$ cat config.mk
export PLATFORM = sky130hd
export DESIGN_NAME = limb_fetch_unit
export DESIGN_NICKNAME = d
export VERILOG_FILES = /design/src/rtl/limb_fetch_unit.sv
export SDC_FILE = /design/constraint.sdc
export NUM_CORES = 1
export LEC_CHECK = 0
export ABC_AREA = 1
export CORE_AREA = 4 4 128 130
export DETAILED_ROUTE_END_ITERATION = 10
export DIE_AREA = 0 0 132 134
export GPL_TIMING_DRIVEN = 0
export PLACE_DENSITY = 0.82
export SLEW_MARGIN = 20
export SYNTH_ARGS = -nofsm -noshare
export SYNTH_HDL_FRONTEND = slang
export SYNTH_SLANG_ARGS = --single-unit
$ cat constraint.sdc
create_clock -name clk -period 11.77 [get_ports clk]
set_input_delay 2.354 -clock clk [delete_from_list [all_inputs] [get_ports clk]]
set_output_delay 2.354 -clock clk [all_outputs]
set_load 0.02 [all_outputs]
$ cat src/rtl/limb_fetch_unit.sv
// rtl/limb_fetch_unit.sv - Limb CPU instruction fetch stage with return-address stack
//
// Owns the program counter, drives the ROM address, latches ROM words into the
// instruction register with a valid/ready handshake towards the decoder, and
// executes jump/call/ret redirects against an internal return-address stack.
//
// Optional feature macro: LIMB_FETCH_FAULT_EN
//   defined   : stack overflow/underflow halts the fetch unit until reset
//   undefined : overflow drops the push, underflow returns to RESET_PC
//
// Ports:
//   clk, reset        clock; asynchronous active-high reset
//   rom_addr          ROM address (always the pc)
//   rom_data          ROM word, combinational from rom_addr
//   ir, ir_pc         instruction register and the address it came from
//   ir_valid/ir_ready decoder handshake
//   redirect*         control transfer, honoured only while ir is consumed
//   stack_depth       return-address stack occupancy
//   halt              fault halt indication

module limb_fetch_unit #(
    parameter int         DEPTH    = 16,
    parameter logic [7:0] RESET_PC = 8'h00
) (
    input  logic                       clk,
    input  logic                       reset,
    output logic [7:0]                 rom_addr,
    input  logic [31:0]                rom_data,
    output logic [31:0]                ir,
    output logic [7:0]                 ir_pc,
    output logic                       ir_valid,
    input  logic                       ir_ready,
    input  logic                       redirect,
    input  logic [1:0]                 redirect_op,
    input  logic [7:0]                 redirect_target,
    output logic [$clog2(DEPTH):0]     stack_depth,
    output logic                       halt
);

    localparam int AW = $clog2(DEPTH);
    localparam int DW = AW + 1;

    localparam logic [1:0] OP_JUMP = 2'b00;
    localparam logic [1:0] OP_CALL = 2'b01;
    localparam logic [1:0] OP_RET  = 2'b10;

    typedef enum logic [1:0] {
        S_IDLE = 2'd0,
        S_RUN  = 2'd1,
        S_HALT = 2'd2
    } state_t;

    state_t state;
    state_t state_next;

    logic [7:0]    pc;
    logic [7:0]    pc_next;
    logic [7:0]    stack_mem [DEPTH];

    logic          redir_go;
    logic          is_call;
    logic          is_ret;
    logic          stack_full;
    logic          stack_empty;
    logic          do_push;
    logic          do_pop;
    logic          ir_load;
    logic          ir_clear;
    logic [DW-1:0] depth_m1;
    logic [AW-1:0] top_idx;
    logic [AW-1:0] push_idx;
    logic [7:0]    stack_top;

`ifdef LIMB_FETCH_FAULT_EN
    logic          fault;
`endif

    assign rom_addr = pc;

    // Redirects ride along with consumption of the current ir; op 11 is a no-op
    // and falls through to the ordinary sequential fetch.
    assign redir_go    = (state == S_RUN) && ir_valid && ir_ready && redirect &&
                         (redirect_op != 2'b11);
    assign is_call     = redir_go && (redirect_op == OP_CALL);
    assign is_ret      = redir_go && (redirect_op == OP_RET);
    assign stack_full  = (stack_depth == DW'(DEPTH));
    assign stack_empty = (stack_depth == '0);
    assign do_push     = is_call && !stack_full;
    assign do_pop      = is_ret && !stack_empty;

    assign depth_m1  = stack_depth - DW'(1);
    assign top_idx   = depth_m1[AW-1:0];
    assign push_idx  = stack_depth[AW-1:0];
    assign stack_top = stack_mem[top_idx];

`ifdef LIMB_FETCH_FAULT_EN
    assign fault = (is_call && stack_full) || (is_ret && stack_empty);
`endif

    // State register
    always_ff @(posedge clk or posedge reset) begin
        if (reset) begin
            state <= S_IDLE;
        end else begin
            state <= state_next;
        end
    end

    // Next-state logic
    always_comb begin
        state_next = state;
        case (state)
            S_IDLE: state_next = S_RUN;
            S_RUN: begin
`ifdef LIMB_FETCH_FAULT_EN
                if (fault) begin
                    state_next = S_HALT;
                end
`endif
            end
            default: state_next = state;
        endcase
    end

    // Output / datapath control logic
    always_comb begin
        pc_next  = pc;
        ir_load  = 1'b0;
        ir_clear = 1'b0;
        case (state)
            S_IDLE: begin
                ir_load = 1'b1;
                pc_next = pc + 8'd1;
            end
            S_RUN: begin
                if (redir_go) begin
                    // The sequential word is dropped; the target loads next cycle.
                    ir_clear = 1'b1;
`ifdef LIMB_FETCH_FAULT_EN
                    if (!fault) begin
                        pc_next = (redirect_op == OP_RET) ? stack_top : redirect_target;
                    end
`else
                    if (redirect_op == OP_RET) begin
                        pc_next = stack_empty ? RESET_PC : stack_top;
                    end else begin
                        pc_next = redirect_target;
                    end
`endif
                end else if (!ir_valid || ir_ready) begin
                    ir_load = 1'b1;
                    pc_next = pc + 8'd1;
                end
            end
            default: begin
                pc_next = pc;
            end
        endcase
    end

`ifdef LIMB_FETCH_FAULT_EN
    assign halt = (state == S_HALT);
`else
    assign halt = 1'b0;
`endif

    // Fetch datapath
    always_ff @(posedge clk or posedge reset) begin
        if (reset) begin
            pc       <= RESET_PC;
            ir       <= '0;
            ir_pc    <= '0;
            ir_valid <= 1'b0;
        end else begin
            pc <= pc_next;
            if (ir_load) begin
                ir       <= rom_data;
                ir_pc    <= pc;
                ir_valid <= 1'b1;
            end else if (ir_clear) begin
                ir_valid <= 1'b0;
            end
        end
    end

    // Return-address stack
    always_ff @(posedge clk or posedge reset) begin
        if (reset) begin
            stack_depth <= '0;
            for (int i = 0; i < DEPTH; i++) begin
                stack_mem[i] <= '0;
            end
        end else if (do_push) begin
            stack_mem[push_idx] <= ir_pc + 8'd1;
            stack_depth         <= stack_depth + DW'(1);
        end else if (do_pop) begin
            stack_depth <= depth_m1;
        end
    end

endmodule

==> results of run 1 <==
per-layer routing:
layer | vias to the layer above | wire, um | GRT usage
met5 | - | 0 | 0
met4 | 0 | 795 | 0.1144
met3 | 69 | 2644 | 0.07427
met2 | 414 | 11870 | 0.4441
met1 | 3821 | 9936 | 0.4083
li1 | 3697 | - | -
cell type report:
cell class                 count  area [sq um]  share of cell area
buffer                        59         360.3             0.03382
clock buffer                  18         429.2             0.04028
clock inverter                13         135.1             0.01268
inverter                      39         153.9             0.01445
multi-input combinational    787          3742              0.3513
sequential                   183          4579              0.4298
tap                          188         235.2             0.02208
timing repair buffer         100          1018             0.09560
path summary, 6_finish.rpt:
kind                       cells after the start  slack [ns]             to
setup reg to reg                              15        8.16    rom_addr[7]
max in group asynchronous                      3        8.47  stack_mem[76]
setup / recovery                               1        7.62       ir_pc[0]
hold / removal                                 2        0.47          ir[3]
min in group asynchronous                      2        2.46  stack_mem[21]
hold reg to reg                                2        0.47          ir[3]
flip-flops by register name, summed over array words and instances (netlist names):
register	flops
state	1
ir_pc	8
rom_addr	8
ir	32
stack_depth	5
stack_mem	128
ir_valid	1
cell usage in the layout, fill, tap and decap left out, types with 13 or more instances in the layout:
| cell | instances |
|---|---|
| o21ai_0 | 86 |
| clkdlybuf4s50_1 | 99 |
| nand3_1 | 124 |
| clkbuf_1 | 26 |
| nand2_1 | 448 |
| o21ai_1 | 39 |
| nand2_4 | 13 |
| inv_1 | 35 |
| clkbuf_16 | 17 |
| buf_2 | 15 |
| buf_6 | 15 |
| o21ai_2 | 16 |
| dfrtp_1 | 183 |
tightest hold or removal path: cells and delay by family (launching register included):
| kind | cells | cell delay, ns |
|---|---|---|
| and+or+nand+nor | 2 | 0.10 |
| DFF | 1 | 0.35 |
stage by stage:
| step | cell area [sq um] | setup slack, ns |
|---|---|---|
| finish | 10650 | 7.622 |
| global route | 10650 | 7.559 |
| CTS | 10650 | 7.608 |
| detailed placement | 10090 | 7.484 |
| global placement | 10050 | 2.104 |
| floorplan | 8828 | 4.444 |
where the power goes:
group	switching [mW]	internal (mW)	total, mW
combinational	0.815	0.366	1.18
clock	0.259	0.297	0.557
sequential	0.126	0.781	0.906
cells by family after synthesis:
group                      after synthesis  share of synthesized area
xor gates and xnor gates                13                    0.01460
DFF                                    183                     0.5187
adders and majority gates                7                   0.009920
and+or+nand+nor                        611                     0.3033
other                                    2                  0.0008507
buffers and inverters                   98                    0.05740
AOI/OAI and AO/OA                      154                    0.09524
==> results.json, run 1 <==
{
  "hp-start": "ir[3]",
  "rows": 45,
  "ys_top_cells_by_area": "dfrtp_1, nand2_1, nand3_1, o21ai_0, o21ai_1",
  "clkTransAtPathRegs_ns": 0.07,
  "drtPass1Iterations": 7,
  "cp_num_buf_inv": 1,
  "ys_warn_count": 0,
  "clock_skew_ns": 0.008379,
  "grt_overflow": 0,
  "hold_class": "register to register",
  "grtUsageTotal": 0.2928,
  "place_inst": 1356,
  "reg2reg_from": "stack_depth[0]",
  "leakage_nw": 5.114,
  "vdd_ir_drop_max_v": 0.0001538,
  "vias_per_cell": 5.769,
  "syn_avg_cell_area_sq_um": 8.266,
  "num_io_pins": 101,
  "synth_cell_types": 33,
  "antenna_left": 0,
  "die_area_sq_um": 17690,
  "ys_ff_latch": 183,
  "vias": 8001,
  "ctsHoldBuffers": 0,
  "worstPathRequired_ns": 9.42,
  "synth_area_sq_um": 8828,
  "max_freq_mhz": 241.1,
  "tightestPinTransition_ns": 0.8543,
  "drive_gt1_frac": 0.09091,
  "slew_headroom": 0.4263,
  "clk_latency_ns": 0.43,
  "antenna_cells": 0,
  "cts_sinks": 183,
  "worst-setup-path-type": "register to output pin",
  "drv_cap": 0,
  "min_period_over_period": 0.3524,
  "cts_inserted_buffers": 17,
  "core_area_sq_um": 15150,
  "rsz0062_at_grt": "no",
  "syn-instance-count": 1068,
  "min_period_ns": 4.148,
  "finalHoldViolations": 0,
  "cp_max_fo": 11,
  "critPathSlowestCell": "clkdlybuf4s50_1",
  "whs_ns": 0.4744,
  "synth_largest_area_cell": "dfrtp_1",
  "tns_ns": 0,
  "postCtsSetupBuffers": 0,
  "finalMaxSlewViolations": 0,
  "fillers": 1155,
  "cts_resized": 0,
  "die_h_um": 134,
  "drcViolationCount": 0,
  "final_core_utilization": 0.7034,
  "synthTopCellsByCount": "nand2_1, dfrtp_1, nand3_1",
  "ys.flop_type": "dfrtp_1",
  "power_density_nw_per_um2": 248.2,
  "initial_core_util": 0.5829,
  "area_growth_pct": 20.68,
  "wl_um": 25240,
  "finalPower_mw": 2.644,
  "path_cells": "clkdlybuf4s50_1",
  "place.gp.congestion": 0.9448,
  "seq_area_frac_synth": 0.5187,
  "cts_tree": "done",
  "synth.most_common_cell": "nand2_1",
  "syn_nets": 1121,
  "antenna_found_initial": 0,
  "crit_family": "buffers and inverters",
  "synth_edf_count": 0,
  "start_kind": "register",
  "crit_arrival_ns": 1.79,
  "root_buffer": "clkbuf_16",
  "drt_iter0_drc": 948,
  "grt_pass1_vias": 7700,
  "htreeDepth": 4,
  "grt_pass1_wl_um": 40700,
  "startpoint": "ir_pc[0]",
  "dp_hpwl_um": 17480,
  "crit_path_end_kind": "output pin",
  "outcome": "finished clean",
  "post_drt_wl_per_cell_um": 18.20,
  "synthArstFlopShare": 1.000,
  "grt_max_degree": 107,
  "portBuffers": 99,
  "yosysTopAreaCellShare": 0.5187,
  "fin_nets": 1240,
  "max_stage_delay_ns": 0.72,
  "setup-violations-final": 0,
  "instances_no_fill": 1387,
  "cts_buffer_depth": 2,
  "dieWidth_um": 132
}
Power figures use the tool's default switching activity.
==> run 2, diff against run 1 <==
--- a/config.mk
+++ b/config.mk
@@ -6,11 +6,11 @@
 export NUM_CORES = 1
 export LEC_CHECK = 0
 export ABC_AREA = 1
-export CORE_AREA = 4 4 128 130
+export CORE_AREA = 4 4 137 139
 export DETAILED_ROUTE_END_ITERATION = 10
-export DIE_AREA = 0 0 132 134
+export DIE_AREA = 0 0 141 143
 export GPL_TIMING_DRIVEN = 0
-export PLACE_DENSITY = 0.82
+export PLACE_DENSITY = 0.76
 export SLEW_MARGIN = 20
 export SYNTH_ARGS = -nofsm -noshare
 export SYNTH_HDL_FRONTEND = slang
==> constraint.sdc (replaced) <==
create_clock -name clk -period 3.3 [get_ports clk]
set_input_delay 0.66 -clock clk [delete_from_list [all_inputs] [get_ports clk]]
set_output_delay 0.66 -clock clk [all_outputs]
set_load 0.02 [all_outputs]
==> run 2 against run 1 <==
Compared with the run above:
- the run now ends with design-rule violations left
- hold slack worse by 0.0052 ns
- critical path depth is 14 higher
- sequential share of layout area is 0.65 points lower
- register-to-register slack worse by 8.0 ns
- flip-flop and latch count stayed put
- combinational power grew to 3.6 times the previous value
- sequential power grew to 3.6 times the previous value
- via count is 1.0% lower
- highest routed layer unchanged
==> results.json, run 2 (same netlist as run 1, synthesis figures left out) <==
{
  "outcome": "finished, violations left",
  "violations": "design-rule violations",
  "htreeDepth": 4,
  "vias_per_cell": 5.521,
  "regArea_sq_um": 4579,
  "drtPass1Iterations": 9,
  "antenna_left": 0,
  "die_h_um": 143,
  "reg2reg_from": "stack_depth[0]",
  "clk_latency_ns": 0.43,
  "post_drt_wl_per_cell_um": 17.91,
  "startpoint": "stack_depth[0]",
  "crit_family": "buffers and inverters",
  "portBuffers": 99,
  "finalHoldViolations": 0,
  "area_growth_pct": 22.53,
  "min_period_over_period": 0.9464,
  "grt_overflow": 0,
  "clock_skew_ns": 0.01155,
  "grt_pass1_vias": 7659,
  "leakage_nw": 5.171,
  "crit_top_cell": "nand3_1",
  "cts_inserted_buffers": 17,
  "rsz0062_at_grt": "no",
  "wl_um": 25690,
  "antenna_found_initial": 0,
  "fin_nets": 1245,
  "cts_tree": "done",
  "cp_num_buf_inv": 7,
  "slew_headroom": 0.3527,
  "fillers": 1466,
  "cts_sinks": 183,
  "grt_pass1_wl_um": 41030,
  "crit_path_end_kind": "register",
  "worst-setup-path-type": "register to register",
  "place.gp.congestion": 0.9642,
  "finalMaxSlewViolations": 0,
  "hold_class": "register to register",
  "mostFrequentLayoutCells": "nand2_1, dfrtp_1, nand3_1",
  "path_cells": "clkbuf_1, inv_1, buf_2, clkbuf_4, ha_1, clkbuf_1, inv_1, clkbuf_2, nand3_1, nand3_1, nand3_1, nand3_1, nand2_1, nand2_1, nand2_1",
  "crit_arrival_ns": 3.44,
  "rows": 49,
  "power_density_nw_per_um2": 878.0,
  "whs_ns": 0.4692,
  "drcViolationCount": 2,
  "vdd_ir_drop_max_v": 0.0007420,
  "tightestPinTransition_ns": 0.9640,
  "drt_iter0_drc": 846,
  "place_inst": 1402,
  "tns_ns": 0,
  "num_io_pins": 101,
  "cp_max_fo": 12,
  "worstPathRequired_ns": 3.62,
  "dp_hpwl_um": 18340,
  "max_freq_mhz": 320.2,
  "grt_max_degree": 35,
  "min_period_ns": 3.123,
  "antenna_cells": 0,
  "die_area_sq_um": 20160,
  "top_register": "stack_mem",
  "clkTransAtPathRegs_ns": 0.07,
  "cp.depth": 15,
  "root_buffer": "clkbuf_16",
  "final_common_cell": "nand2_1",
  "largest_reg_flops": 128,
  "start_kind": "register",
  "drive_gt1_frac": 0.1012,
  "initial_core_util": 0.5000,
  "reg.largest.list": "stack_mem: 128 flops, ir: 32 flops",
  "regToRegEndpoint": "rom_addr[5]",
  "drv_cap": 0,
  "vias": 7917,
  "ff2ff_setup_slack_ns": 0.18,
  "r2r_cells": 15,
  "dieWidth_um": 141,
  "max_stage_delay_ns": 0.45,
  "core_area_sq_um": 17660,
  "cts_buffer_depth": 2,
  "critPathSlowestCell": "dfrtp_1",
  "multiInputGateArea_sq_um": 3742,
  "grtUsageTotal": 0.2620,
  "setup-violations-final": 0,
  "instances_no_fill": 1434,
  "endpoint": "rom_addr[5]"
}
==> run 2: changes by cell type in the layout (fill, tap and decap cells not counted), moves of 2 or more <==
| cell | delta |
|---|---|
| clkbuf_1 | -6 |
| inv_6 | -2 |
| inv_8 | +2 |
| clkbuf_2 | +3 |
| clkbuf_4 | +3 |
| clkinvlp_4 | +3 |
| buf_12 | +4 |
==> run 2: what timing repair did <==
action / in CTS / in global routing
setup endpoints to repair: 8 / 8
cloned: 0 / 0
hold buffers: 0 / 0
gates resized for setup: 3 / 11
pin swaps: 0 / 0
setup buffers: 0 / 0
==> run 2: through the flow <==
step	total power, mW	setup WS (ns)	util	area, sq um
final	9.498	0.1768	0.6127	10820
after global routing	9.962	0.008849	0.6127	10820
after CTS	9.357	0.01957	0.6120	10810
after detailed placement	7.360	-0.09303	0.5802	10240
after global placement	7.265	-1.209	0.5726	10110
after floorplan	5.701	0.2895	-	8832
==> run 2: worst min-delay path by stage <==
stage	end	depth (start not counted)	slack [ns]	startpoint
2_1_floorplan	stack_mem[104]	2	0.45	stack_mem[104]
3_3_place_gp	ir[20]	2	0.45	ir[20]
3_5_place_dp	ir[22]	2	0.46	ir[22]
4_1_cts	ir[28]	2	0.48	ir[28]
5_1_grt	ir[22]	2	0.49	ir[22]
6_report	ir[28]	2	0.47	ir[28]
==> run 2: cell type report <==
class	instances	share of cell area
Multi-Input combinational cell	787	0.3459
Sequential cell	183	0.4233
Clock inverter	15	0.01226
Tap cell	229	0.02649
Timing Repair Buffer	105	0.1041
Clock buffer	17	0.03932
Inverter	39	0.01388
Buffer	59	0.03470
==> run 2: report_power, final <==
part	internal, mW	switching, mW
Clock	0.996	0.966
Sequential	2.78	0.456
Combinational	1.35	2.94
Total	5.13	4.37
==> run 2: metal layers <==
layer | GRT usage | part of all wire | vias up
li1 | - | - | 3708
met1 | 0.3445 | 0.40 | 3753
met2 | 0.4040 | 0.46 | 376
met3 | 0.08305 | 0.10 | 80
met4 | 0.1101 | 0.040 | 0
met5 | 0 | 0 | -
==> run 2: worst reg2reg max path, cell delays in order (launching register included) <==
cell	delay (ns)
dfrtp_1	0.45
clkbuf_1	0.17
inv_1	0.09
buf_2	0.25
clkbuf_4	0.31
ha_1	0.26
clkbuf_1	0.20
inv_1	0.24
clkbuf_2	0.36
nand3_1	0.19
nand3_1	0.13
nand3_1	0.08
nand3_1	0.13
nand2_1	0.07
nand2_1	0.06
nand2_1	0.04
